[config.mk]
export PLATFORM = sky130hd
export DESIGN_NAME = muldiv_seq_flat
export DESIGN_NICKNAME = d
export VERILOG_FILES = /design/src/rtl/muldiv_seq_if.sv /design/src/rtl/muldiv_seq.sv /design/src/flat_wrapper.sv
export SDC_FILE = /design/constraint.sdc
export NUM_CORES = 1
export LEC_CHECK = 0
export ABC_CLOCK_PERIOD_IN_PS = 17100
export CORE_ASPECT_RATIO = 0.6
export CORE_MARGIN = 2
export CORE_UTILIZATION = 55
export CTS_CLUSTER_SIZE = 40
export DETAILED_ROUTE_END_ITERATION = 10
export HOLD_SLACK_MARGIN = 0.12
export PLACE_DENSITY = 0.75
export SLEW_MARGIN = 10
export SYNTH_ARGS = -nofsm -noshare
export SYNTH_HDL_FRONTEND = slang
export SYNTH_SLANG_ARGS = --single-unit
[constraint.sdc]
create_clock -name clk -period 17.1 [get_ports clk]
set_input_delay 3.42 -clock clk [delete_from_list [all_inputs] [get_ports clk]]
set_output_delay 3.42 -clock clk [all_outputs]
set_load 0.01 [all_outputs]
[src/rtl/muldiv_seq_if.sv]
// Issue/result handshake bundle between the execute-stage issue logic and the
// iterative multiply/divide sequencer.
interface muldiv_seq_if #(
    parameter int XLEN = 64
);
    logic            flush;
    logic            in_valid;
    logic            in_ready;
    logic [1:0]      op;
    logic [XLEN-1:0] ia;
    logic [XLEN-1:0] ib;
    logic            out_valid;
    logic            out_ready;
    logic [XLEN-1:0] result;
    logic            busy;

    modport master (
        output flush, in_valid, op, ia, ib, out_ready,
        input  in_ready, out_valid, result, busy
    );

    modport slave (
        input  flush, in_valid, op, ia, ib, out_ready,
        output in_ready, out_valid, result, busy
    );
endinterface

[src/rtl/muldiv_seq.sv]
// Unsigned MUL/MULHU/DIVU/REMU sequencer: one bit per cycle through a single
// shared XLEN+1-bit add/sub unit (shift-add multiply, restoring divide).
module muldiv_seq #(
    parameter int XLEN = 64
) (
    input  logic        clk,
    input  logic        reset,
    muldiv_seq_if.slave bus
);
    localparam int CNT_W = $clog2(XLEN) + 1;

    typedef enum logic [1:0] {S_IDLE, S_RUN, S_DONE} state_t;

    state_t            r_state;
    state_t            w_state_next;
    logic [CNT_W-1:0]  r_cnt;
    logic [1:0]        r_op;
    // r_hi: product high half / remainder; r_lo: product low half / quotient
    logic [XLEN-1:0]   r_hi;
    logic [XLEN-1:0]   r_lo;
    logic [XLEN-1:0]   r_opnd;

    logic              w_accept;
    logic              w_div0;
    logic              w_is_div;
    logic              w_last;
    logic [XLEN:0]     w_as_a;
    logic [XLEN:0]     w_as_b;
    logic              w_as_sub;
    logic [XLEN+1:0]   w_as_sum;

    assign w_accept = bus.in_valid && (r_state == S_IDLE) && !bus.flush;
    assign w_div0   = bus.op[1] && (bus.ib == '0);
    assign w_is_div = r_op[1];
    assign w_last   = (r_cnt == CNT_W'(1));

    // Shared add/sub: for subtract, the top carry bit set means a >= b.
    always_comb begin
        w_as_a   = {1'b0, r_hi};
        w_as_b   = r_lo[0] ? {1'b0, r_opnd} : '0;
        w_as_sub = 1'b0;
        if (w_is_div) begin
            w_as_a   = {r_hi, r_lo[XLEN-1]};
            w_as_b   = {1'b0, r_opnd};
            w_as_sub = 1'b1;
        end
        w_as_sum = {1'b0, w_as_a} + {1'b0, (w_as_sub ? ~w_as_b : w_as_b)}
                 + {{(XLEN+1){1'b0}}, w_as_sub};
    end

    always_ff @(posedge clk or posedge reset) begin
        if (reset) begin
            r_state <= S_IDLE;
        end else begin
            r_state <= w_state_next;
        end
    end

    always_comb begin
        w_state_next = r_state;
        case (r_state)
            S_IDLE: if (w_accept) w_state_next = w_div0 ? S_DONE : S_RUN;
            S_RUN:  if (w_last) w_state_next = S_DONE;
            S_DONE: if (bus.out_ready) w_state_next = S_IDLE;
            default: w_state_next = S_IDLE;
        endcase
        if (bus.flush) begin
            w_state_next = S_IDLE;
        end
    end

    always_ff @(posedge clk or posedge reset) begin
        if (reset) begin
            r_cnt  <= '0;
            r_op   <= '0;
            r_hi   <= '0;
            r_lo   <= '0;
            r_opnd <= '0;
        end else if (bus.flush) begin
            r_cnt <= '0;
        end else if (w_accept) begin
            r_op   <= bus.op;
            r_cnt  <= CNT_W'(XLEN);
            if (w_div0) begin
                // RISC-V divide-by-zero: quotient all ones, remainder = dividend
                r_hi   <= bus.ia;
                r_lo   <= '1;
                r_opnd <= bus.ib;
            end else if (bus.op[1]) begin
                r_hi   <= '0;
                r_lo   <= bus.ia;
                r_opnd <= bus.ib;
            end else begin
                r_hi   <= '0;
                r_lo   <= bus.ib;
                r_opnd <= bus.ia;
            end
        end else if (r_state == S_RUN) begin
            r_cnt <= r_cnt - CNT_W'(1);
            if (w_is_div) begin
                if (w_as_sum[XLEN+1]) begin
                    r_hi <= w_as_sum[XLEN-1:0];
                    r_lo <= {r_lo[XLEN-2:0], 1'b1};
                end else begin
                    r_hi <= w_as_a[XLEN-1:0];
                    r_lo <= {r_lo[XLEN-2:0], 1'b0};
                end
            end else begin
                r_hi <= w_as_sum[XLEN:1];
                r_lo <= {w_as_sum[0], r_lo[XLEN-1:1]};
            end
        end
    end

    assign bus.in_ready  = (r_state == S_IDLE);
    assign bus.out_valid = (r_state == S_DONE);
    assign bus.busy      = (r_state != S_IDLE);
    assign bus.result    = (r_state == S_DONE) ? (r_op[0] ? r_hi : r_lo) : '0;
endmodule

[src/flat_wrapper.sv]
// flat-port wrapper written by rule: the top's interface ports become plain ports
module muldiv_seq_flat 
#(
    parameter int XLEN = 64
)
  (clk, reset, bus_flush, bus_in_valid, bus_op, bus_ia, bus_ib, bus_out_ready, bus_in_ready, bus_out_valid, bus_result, bus_busy);
  muldiv_seq_if #(.XLEN(XLEN)) bus_i ();
  input  logic clk;
  input  logic reset;
  input wire logic [$bits(bus_i.flush)-1:0] bus_flush;
  input wire logic [$bits(bus_i.in_valid)-1:0] bus_in_valid;
  input wire logic [$bits(bus_i.op)-1:0] bus_op;
  input wire logic [$bits(bus_i.ia)-1:0] bus_ia;
  input wire logic [$bits(bus_i.ib)-1:0] bus_ib;
  input wire logic [$bits(bus_i.out_ready)-1:0] bus_out_ready;
  output wire logic [$bits(bus_i.in_ready)-1:0] bus_in_ready;
  output wire logic [$bits(bus_i.out_valid)-1:0] bus_out_valid;
  output wire logic [$bits(bus_i.result)-1:0] bus_result;
  output wire logic [$bits(bus_i.busy)-1:0] bus_busy;
  assign bus_i.flush = bus_flush;
  assign bus_i.in_valid = bus_in_valid;
  assign bus_i.op = bus_op;
  assign bus_i.ia = bus_ia;
  assign bus_i.ib = bus_ib;
  assign bus_i.out_ready = bus_out_ready;
  assign bus_in_ready = bus_i.in_ready;
  assign bus_out_valid = bus_i.out_valid;
  assign bus_result = bus_i.result;
  assign bus_busy = bus_i.busy;
  muldiv_seq #(.XLEN(XLEN)) u_core (.clk(clk), .reset(reset), .bus(bus_i));
endmodule
==> key figures, run 1 <==
Status
  • Status: complete, no violations

Finish
  • Layout cells sized above 1: 0.0738
  • Final Cell Area: 20900 sq um
  • Total area of multi-input combinational cells: 12200 sq um
  • Seq. cell area: 5090 sq um
  • Fillers: 2813
  • Nets: 2490
  • Antenna diodes: 0
  • Area growth from synthesis to layout: 15.6%

Yosys
  • Cell Area, Synth: 18100 sq um
  • Average size of a mapped cell: 8.16 sq um
  • #FFs+latches synth: 203
  • Number of flops mapped to enable cells by yosys: 0
  • YS warnings: 0
  • Synth top area share: 0.281
  • Async set-reset flop share out of synthesis: 1.00
  • Dominant cells by area after synthesis: dfrtp_1 28%, mux2i_1 14%, o21ai_0 6.3%
  • Syn Inst Count: 2215
  • Primary FF master, synth: dfrtp_1
  • Netlist cell types: 85
  • Syn nets: 2416
  • Register area share after synthesis: 0.281
  • Post-synth top area cell: dfrtp_1

Worst setup path
  • Worst Path Required: 17.52 ns
  • Startpoint Class: flop
  • WP buf/inv: 4
  • Worst EP arrival: 7.69 ns
  • Crit-path max cell delay: 0.98 ns
  • RR Endpoint: u_core.r_hi[21]$_DFFE_PP0P_
  • Reg2Reg Launch Point: u_core.r_op[1]$_DFFE_PP0P_
  • CP delay by family, top: compound AO/OA/AOI/OAI gates
  • Crit. End Element: flop
  • Critical path's slowest cell: dfrtp_4
  • Critical-path cell list: buf_12 > inv_2 > buf_4 > o21ai_0 > ha_1 > a21oi_2 > o21ai_2 > a211oi_2 > nor3_1 > or4_1 > nand3b_4 > o21ai_4 > buf_4 > nand2_2 > o221a_1 > a221o_1
  • WS Path Type: reg -> reg
  • Worst r2r path cells: 16
  • CP dominant cell by count: buf_4
  • Critical path peak fanout: 127
  • Flop2flop setup slack: 9.82 ns

Timing
  • Crit path time final: 7.28 ns
  • Post-route setup TNS: 0 ns
  • F_max: 137 MHz
  • Hold Slack: 0.497 ns
  • Period Utilization, post-route: 0.425
  • # setup viols final: 0
  • Setup Skew: 0.0153 ns
  • Slew headroom: 0.0734
  • RSZ-0062 raised after global routing: no
  • Worst-Margin Slew: 1.38 ns
  • Final WS setup: 9.82 ns
  • Endpoints failing hold: 0
  • Pins over their slew limit: 0

GRT
  • Initial antenna violation count: 1
  • Global-route wire length before repair: 99.4 mm
  • Tot GR Track Use: 0.369
  • Overflow after GRT: 0
  • Vias in the first global route: 16795
  • Largest net degree at the start of global routing: 128

Floorplanning
  • Initial Util: 0.558
  • Die area: 34400 sq um
  • Io pins: 202
  • Die height: 144 microns
  • Core ar.: 32400 sq um
  • DIE WIDTH: 238 microns
  • FP Rows: 51

Drt
  • Antenna-violating nets left: 0
  • Routed len/inst: 23.9 microns
  • Post-route DRC: 0
  • Iter 0 DRT Violations: 2406
  • Vias/cell: 6.81
  • Drt pass-1 iters: 7
  • Via count: 18554
  • Final wirelength: 65.1 mm

CTS
  • Skew-Pair Late Insertion Delay: 0.54 ns
  • Cts hold-fix bufs: 0
  • Clock root buffer master: clkbuf_16
  • CTS clk-pin slew, worst paths: 0.07 ns
  • Clock Path Buffers: 3
  • Postcts setup bufs: 0
  • Total CTS buffers: 22
  • CTS resizes: 0
  • Clock sinks: 203
  • # H-tree levels: 1
  • CTS tree: built

Place
  • Final GP Congestion: 0.964
  • IO Port Bufs: 201
  • Dpl cell area: 20200 sq um
  • DPL Wire Length: 46.0 mm
  • Pre-CTS setup slack: 9.61 ns

Worst hold path
  • Hold Crit Depth: 2
  • Hold_sp: u_core.r_opnd[37]$_DFFE_PP0P_
  • Hold Path Class: reg -> reg
  • Hold EP: u_core.r_opnd[37]$_DFFE_PP0P_

Power and ir drop
  • Pwr Density: 160 nW/um^2
  • Maximum vdd ir drop: 0.0953 mV
  • Static Leak: 0.00866 uW

Flow run
  • Max-Cap Viols: 0
-- stage by stage --
stage	instances	util	total power, uW
final	2726	0.645	3340
after global routing	2726	0.645	3550
after CTS	2726	0.645	3280
after detailed placement	2689	0.622	2750
after global placement	2689	0.622	2720
after floorplan	2215	-	2250
-- sequential cells by signal, summed over array words and instances (netlist names) --
| signal | flops |
|---|---|
| u_core.r_opnd | 64 |
| u_core.r_cnt | 7 |
| u_core.r_hi | 64 |
| u_core.r_state | 2 |
| u_core.r_lo | 64 |
| u_core.r_op | 2 |
-- layout make-up --
type,instances,share of cell area
clock buffer,31,0.0309
clock inverter,6,0.00401
inverter,33,0.00629
multi-input combinational,1804,0.584
sequential,203,0.243
tap,424,0.0254
timing repair buffer,225,0.106
-- layout by cell type, fill, tap and decap left out, types with 20 or more instances in the layout --
cell             instances
a31oi_1                 71
xor2_1                  27
dfrtp_1                201
a211oi_1                84
nor2_1                 208
clkbuf_16               23
a21oi_1                133
xnor2_1                 41
inv_1                   31
nand4_1                 21
mux2i_1                259
a22oi_1                 29
mux2_2                  54
nor3_1                  33
o21ai_0                226
ha_1                    65
buf_4                   23
clkdlybuf4s50_1        200
nand2_1                257
o21ai_1                 20
-- synthesized netlist by cell type (all sizes together) (19+ instances only) --
cell	count
mux2i	259
nand2	259
o21ai	249
nor2	213
dfrtp	203
a21oi	138
clkbuf	123
a211oi	87
a31oi	73
ha	65
mux2	54
buf	52
xnor2	41
nor3	34
inv	33
a22oi	29
xor2	27
nand4	23
nor4	22
o221ai	20
a221oi	19
-- logic make-up after synthesis --
| family | share of synthesized area |
|---|---|
| buffers and inverters | 0.0474 |
| multiplexers | 0.177 |
| AND/OR/NAND/NOR | 0.151 |
| AO/OA/AOI/OAI | 0.264 |
| flip-flops | 0.281 |
| XOR/XNOR | 0.0329 |
| adder cells (fa/ha/maj) | 0.0461 |
-- layer usage --
metal,up-vias,GRT usage,share of wire
met3,72,0.0972,0.12
met2,1075,0.500,0.39
li1,8347,-,-
met1,9058,0.579,0.47
met5,-,0,0.00020
met4,2,0.0628,0.016
-- tightest hold or removal path: stages, from the launching register on --
cell	delay (ns)
dfrtp_1	0.35
nand2_1	0.05
o21ai_0	0.06
-- power by group --
| part | internal, uW | switching, uW | leakage [uW] | total, uW |
|---|---|---|---|---|
| Sequential | 640 | 232 | 0.00249 | 872 |
| Clock | 292 | 217 | 0.000361 | 509 |
| Combinational | 759 | 1200 | 0.00581 | 1960 |
| Total | 1690 | 1650 | 0.00866 | 3340 |
-- worst max path at each step --
stage,start,to,cells after the start
3_5_place_dp,bus_ib[29],u_core.r_hi[38]$_DFFE_PP0P_,9
4_1_cts,bus_ib[29],u_core.r_hi[38]$_DFFE_PP0P_,9
5_1_grt,u_core.r_op[1]$_DFFE_PP0P_,u_core.r_hi[21]$_DFFE_PP0P_,16
2_1_floorplan,reset,u_core.r_cnt[0]$_DFFE_PP0P_,1
3_3_place_gp,bus_ib[26],u_core.r_hi[49]$_DFFE_PP0P_,10
6_report,u_core.r_op[1]$_DFFE_PP0P_,u_core.r_hi[21]$_DFFE_PP0P_,16
No activity file was read; power rests on OpenSTA's default activity.
==> inputs of run 2 (changes only) <==
ABC_CLOCK_PERIOD_IN_PS = 7200   (was 17100)
clock period = 7.2 ns   (was 17.1 ns; I/O delays follow)
==> run 2 against run 1 <==
Effect of this change:
- clock skew grew 0.016 ns
- first-iteration DRC count shrank 11%
- via count is essentially flat
- flip-flop and latch count is the same
- register-to-register slack lost 8.3 ns
- clock-buffer cell count shrank 2
- clock power grew to 2.6 times the previous value
- sequential share of layout area shrank 0.15 points
- maximum frequency grew 29%
- power grew 140%
==> key figures, run 2 (synthesis results as in run 1) <==
Status
  • Status: complete, no violations (unchanged)

Place
  • Final GP Congestion: 1.02 (was 0.964)
  • DPL Wire Length: 47.2 mm (was 46.0 mm)
  • IO Port Bufs: 201 (unchanged)
  • Dpl cell area: 20200 sq um (about the same)

Floorplanning
  • Die height: 144 microns (unchanged)
  • FP Rows: 51 (unchanged)
  • Core ar.: 32400 sq um (unchanged)
  • DIE WIDTH: 238 microns (unchanged)
  • Io pins: 202 (unchanged)
  • Initial Util: 0.558 (unchanged)
  • Die area: 34400 sq um (unchanged)

GRT
  • Largest net degree at the start of global routing: 124 (was 128)
  • Initial antenna violation count: 2 (was 1)
  • Vias in the first global route: 16757 (was 16795)
  • Global-route wire length before repair: 100 mm (was 99.4 mm)
  • Overflow after GRT: 0 (unchanged)
  • Tot GR Track Use: 0.374 (was 0.369)

Finish
  • Commonest non-fill, non-tap cell in the layout: mux2i_1 (unchanged)
  • Layout cells sized above 1: 0.0759 (was 0.0738)
  • Largest registers: u_core.r_hi x64, u_core.r_lo x64, u_core.r_opnd x64 (unchanged)
  • Total area of multi-input combinational cells: 12200 sq um (unchanged)
  • Nets: 2494 (was 2490)
  • Final Cell Area: 21000 sq um (was 20900 sq um)
  • Seq. cell area: 5090 sq um (unchanged)
  • Fillers: 2714 (was 2813)
  • Area growth from synthesis to layout: 16.3% (was 15.6%)
  • Most frequent cells in the layout: 259 x mux2i_1, 257 x nand2_1, 226 x o21ai_0 (unchanged)

Timing
  • Worst-Margin Slew: 1.41 ns (was 1.38 ns)
  • Period Utilization, post-route: 0.786 (was 0.425)
  • Endpoints failing hold: 0 (unchanged)
  • Slew headroom: 0.0537 (was 0.0734)
  • F_max: 177 MHz (was 137 MHz)
  • Setup Skew: 0.0309 ns (was 0.0153 ns)
  • RSZ-0062 raised after global routing: no (unchanged)
  • Crit path time final: 5.66 ns (was 7.28 ns)
  • Pins over their slew limit: 0 (unchanged)
  • Post-route setup TNS: 0 ns (unchanged)
  • # setup viols final: 0 (unchanged)

CTS
  • Clock Path Buffers: 3 (unchanged)
  • CTS resizes: 0 (unchanged)
  • Clock root buffer master: clkbuf_16 (unchanged)
  • Postcts setup bufs: 0 (unchanged)
  • Clock sinks: 203 (unchanged)
  • Total CTS buffers: 22 (unchanged)
  • Cts hold-fix bufs: 0 (unchanged)
  • CTS tree: built (unchanged)
  • # H-tree levels: 1 (unchanged)
  • CTS clk-pin slew, worst paths: 0.07 ns (about the same)
  • Skew-Pair Late Insertion Delay: 0.55 ns (was 0.54 ns)

Worst setup path
  • Crit. End Element: flop (unchanged)
  • Worst EP arrival: 6.05 ns (was 7.69 ns)
  • Worst Path Required: 7.60 ns (was 17.52 ns)
  • WS Path Type: reg -> reg (unchanged)
  • Startpoint Class: flop (unchanged)
  • Critical path peak fanout: 46 (was 127)

Drt
  • Iter 0 DRT Violations: 2133 (was 2406)
  • Via count: 18539 (was 18554)
  • Post-route DRC: 0 (unchanged)
  • Drt pass-1 iters: 6 (was 7)
  • Vias/cell: 6.79 (was 6.81)
  • Final wirelength: 65.6 mm (was 65.1 mm)
  • Routed len/inst: 24.0 microns (was 23.9 microns)
  • Antenna-violating nets left: 0 (unchanged)

Power and ir drop
  • Static Leak: 0.00872 uW (was 0.00866 uW)
  • Pwr Density: 384 nW/um^2 (was 160 nW/um^2)
  • Maximum vdd ir drop: 0.218 mV (was 0.0953 mV)
  • Total power: 8080 uW (was 3340 uW)

Worst hold path
  • Hold Path Class: reg -> reg (unchanged)

Flow run
  • Max-Cap Viols: 0 (unchanged)
run 2: per-stage QoR:
step	hold WS [ns]	worst slack (ns)	util	cells
after global routing	0.540	1.27	0.649	2731
after global placement	0.480	1.79	0.623	2693
after floorplan	0.466	0.221	-	2215
after CTS	0.502	1.65	0.648	2731
after detailed placement	0.488	1.68	0.623	2693
final	0.504	1.54	0.649	2732
run 2: worst paths after layout:
check | startpoint | endpoint | slack (ns) | cells after the start
hold / removal | u_core.r_opnd[55]$_DFFE_PP0P_ | u_core.r_opnd[55]$_DFFE_PP0P_ | 0.50 | 2
setup / recovery | u_core.r_op[1]$_DFFE_PP0P_ | u_core.r_hi[38]$_DFFE_PP0P_ | 1.54 | 14
min in group asynchronous | reset | u_core.r_lo[60]$_DFFE_PP0P_ | 1.34 | 2
max in group asynchronous | reset | u_core.r_hi[26]$_DFFE_PP0P_ | 4.67 | 3
hold reg to reg | u_core.r_opnd[55]$_DFFE_PP0P_ | u_core.r_opnd[55]$_DFFE_PP0P_ | 0.50 | 2
setup reg to reg | u_core.r_op[1]$_DFFE_PP0P_ | u_core.r_hi[38]$_DFFE_PP0P_ | 1.54 | 14
run 2: worst max-delay path, stage by stage (launching register included):
cell	delay [ns]
dfrtp_4	0.87
buf_4	0.65
mux2_2	0.41
ha_1	0.38
a21oi_1	0.23
o21ai_0	0.25
a21o_1	0.23
or4_1	0.52
nand3b_4	0.21
o21ai_4	0.60
buf_4	0.39
nor2_1	0.07
buf_4	0.23
a221oi_1	0.24
o21ai_0	0.12
run 2: where the power goes:
part / leakage, uW / internal, uW / switching, uW / total (uW)
clock: 0.000395 / 816 / 511 / 1330
sequential: 0.00249 / 1520 / 562 / 2080
combinational: 0.00583 / 1810 / 2860 / 4670
run 2: metal layers:
layer / vias up / wire length [microns] / global-route usage
met1: 8955 / 30600 / 0.580
met5: - / 13 / 0
met3: 82 / 8300 / 0.107
met4: 2 / 1210 / 0.0822
met2: 1136 / 25500 / 0.501
li1: 8364 / - / -
run 2: cell type report:
| type | instances | area share |
|---|---|---|
| well taps | 424 | 0.0252 |
| repair buffers | 229 | 0.107 |
| clock inverters | 9 | 0.00940 |
| flip-flops and latches | 203 | 0.242 |
| diodes | 1 | 0.000119 |
| inverters | 33 | 0.00625 |
| multi-input cells | 1804 | 0.581 |
| clock buffers | 29 | 0.0294 |
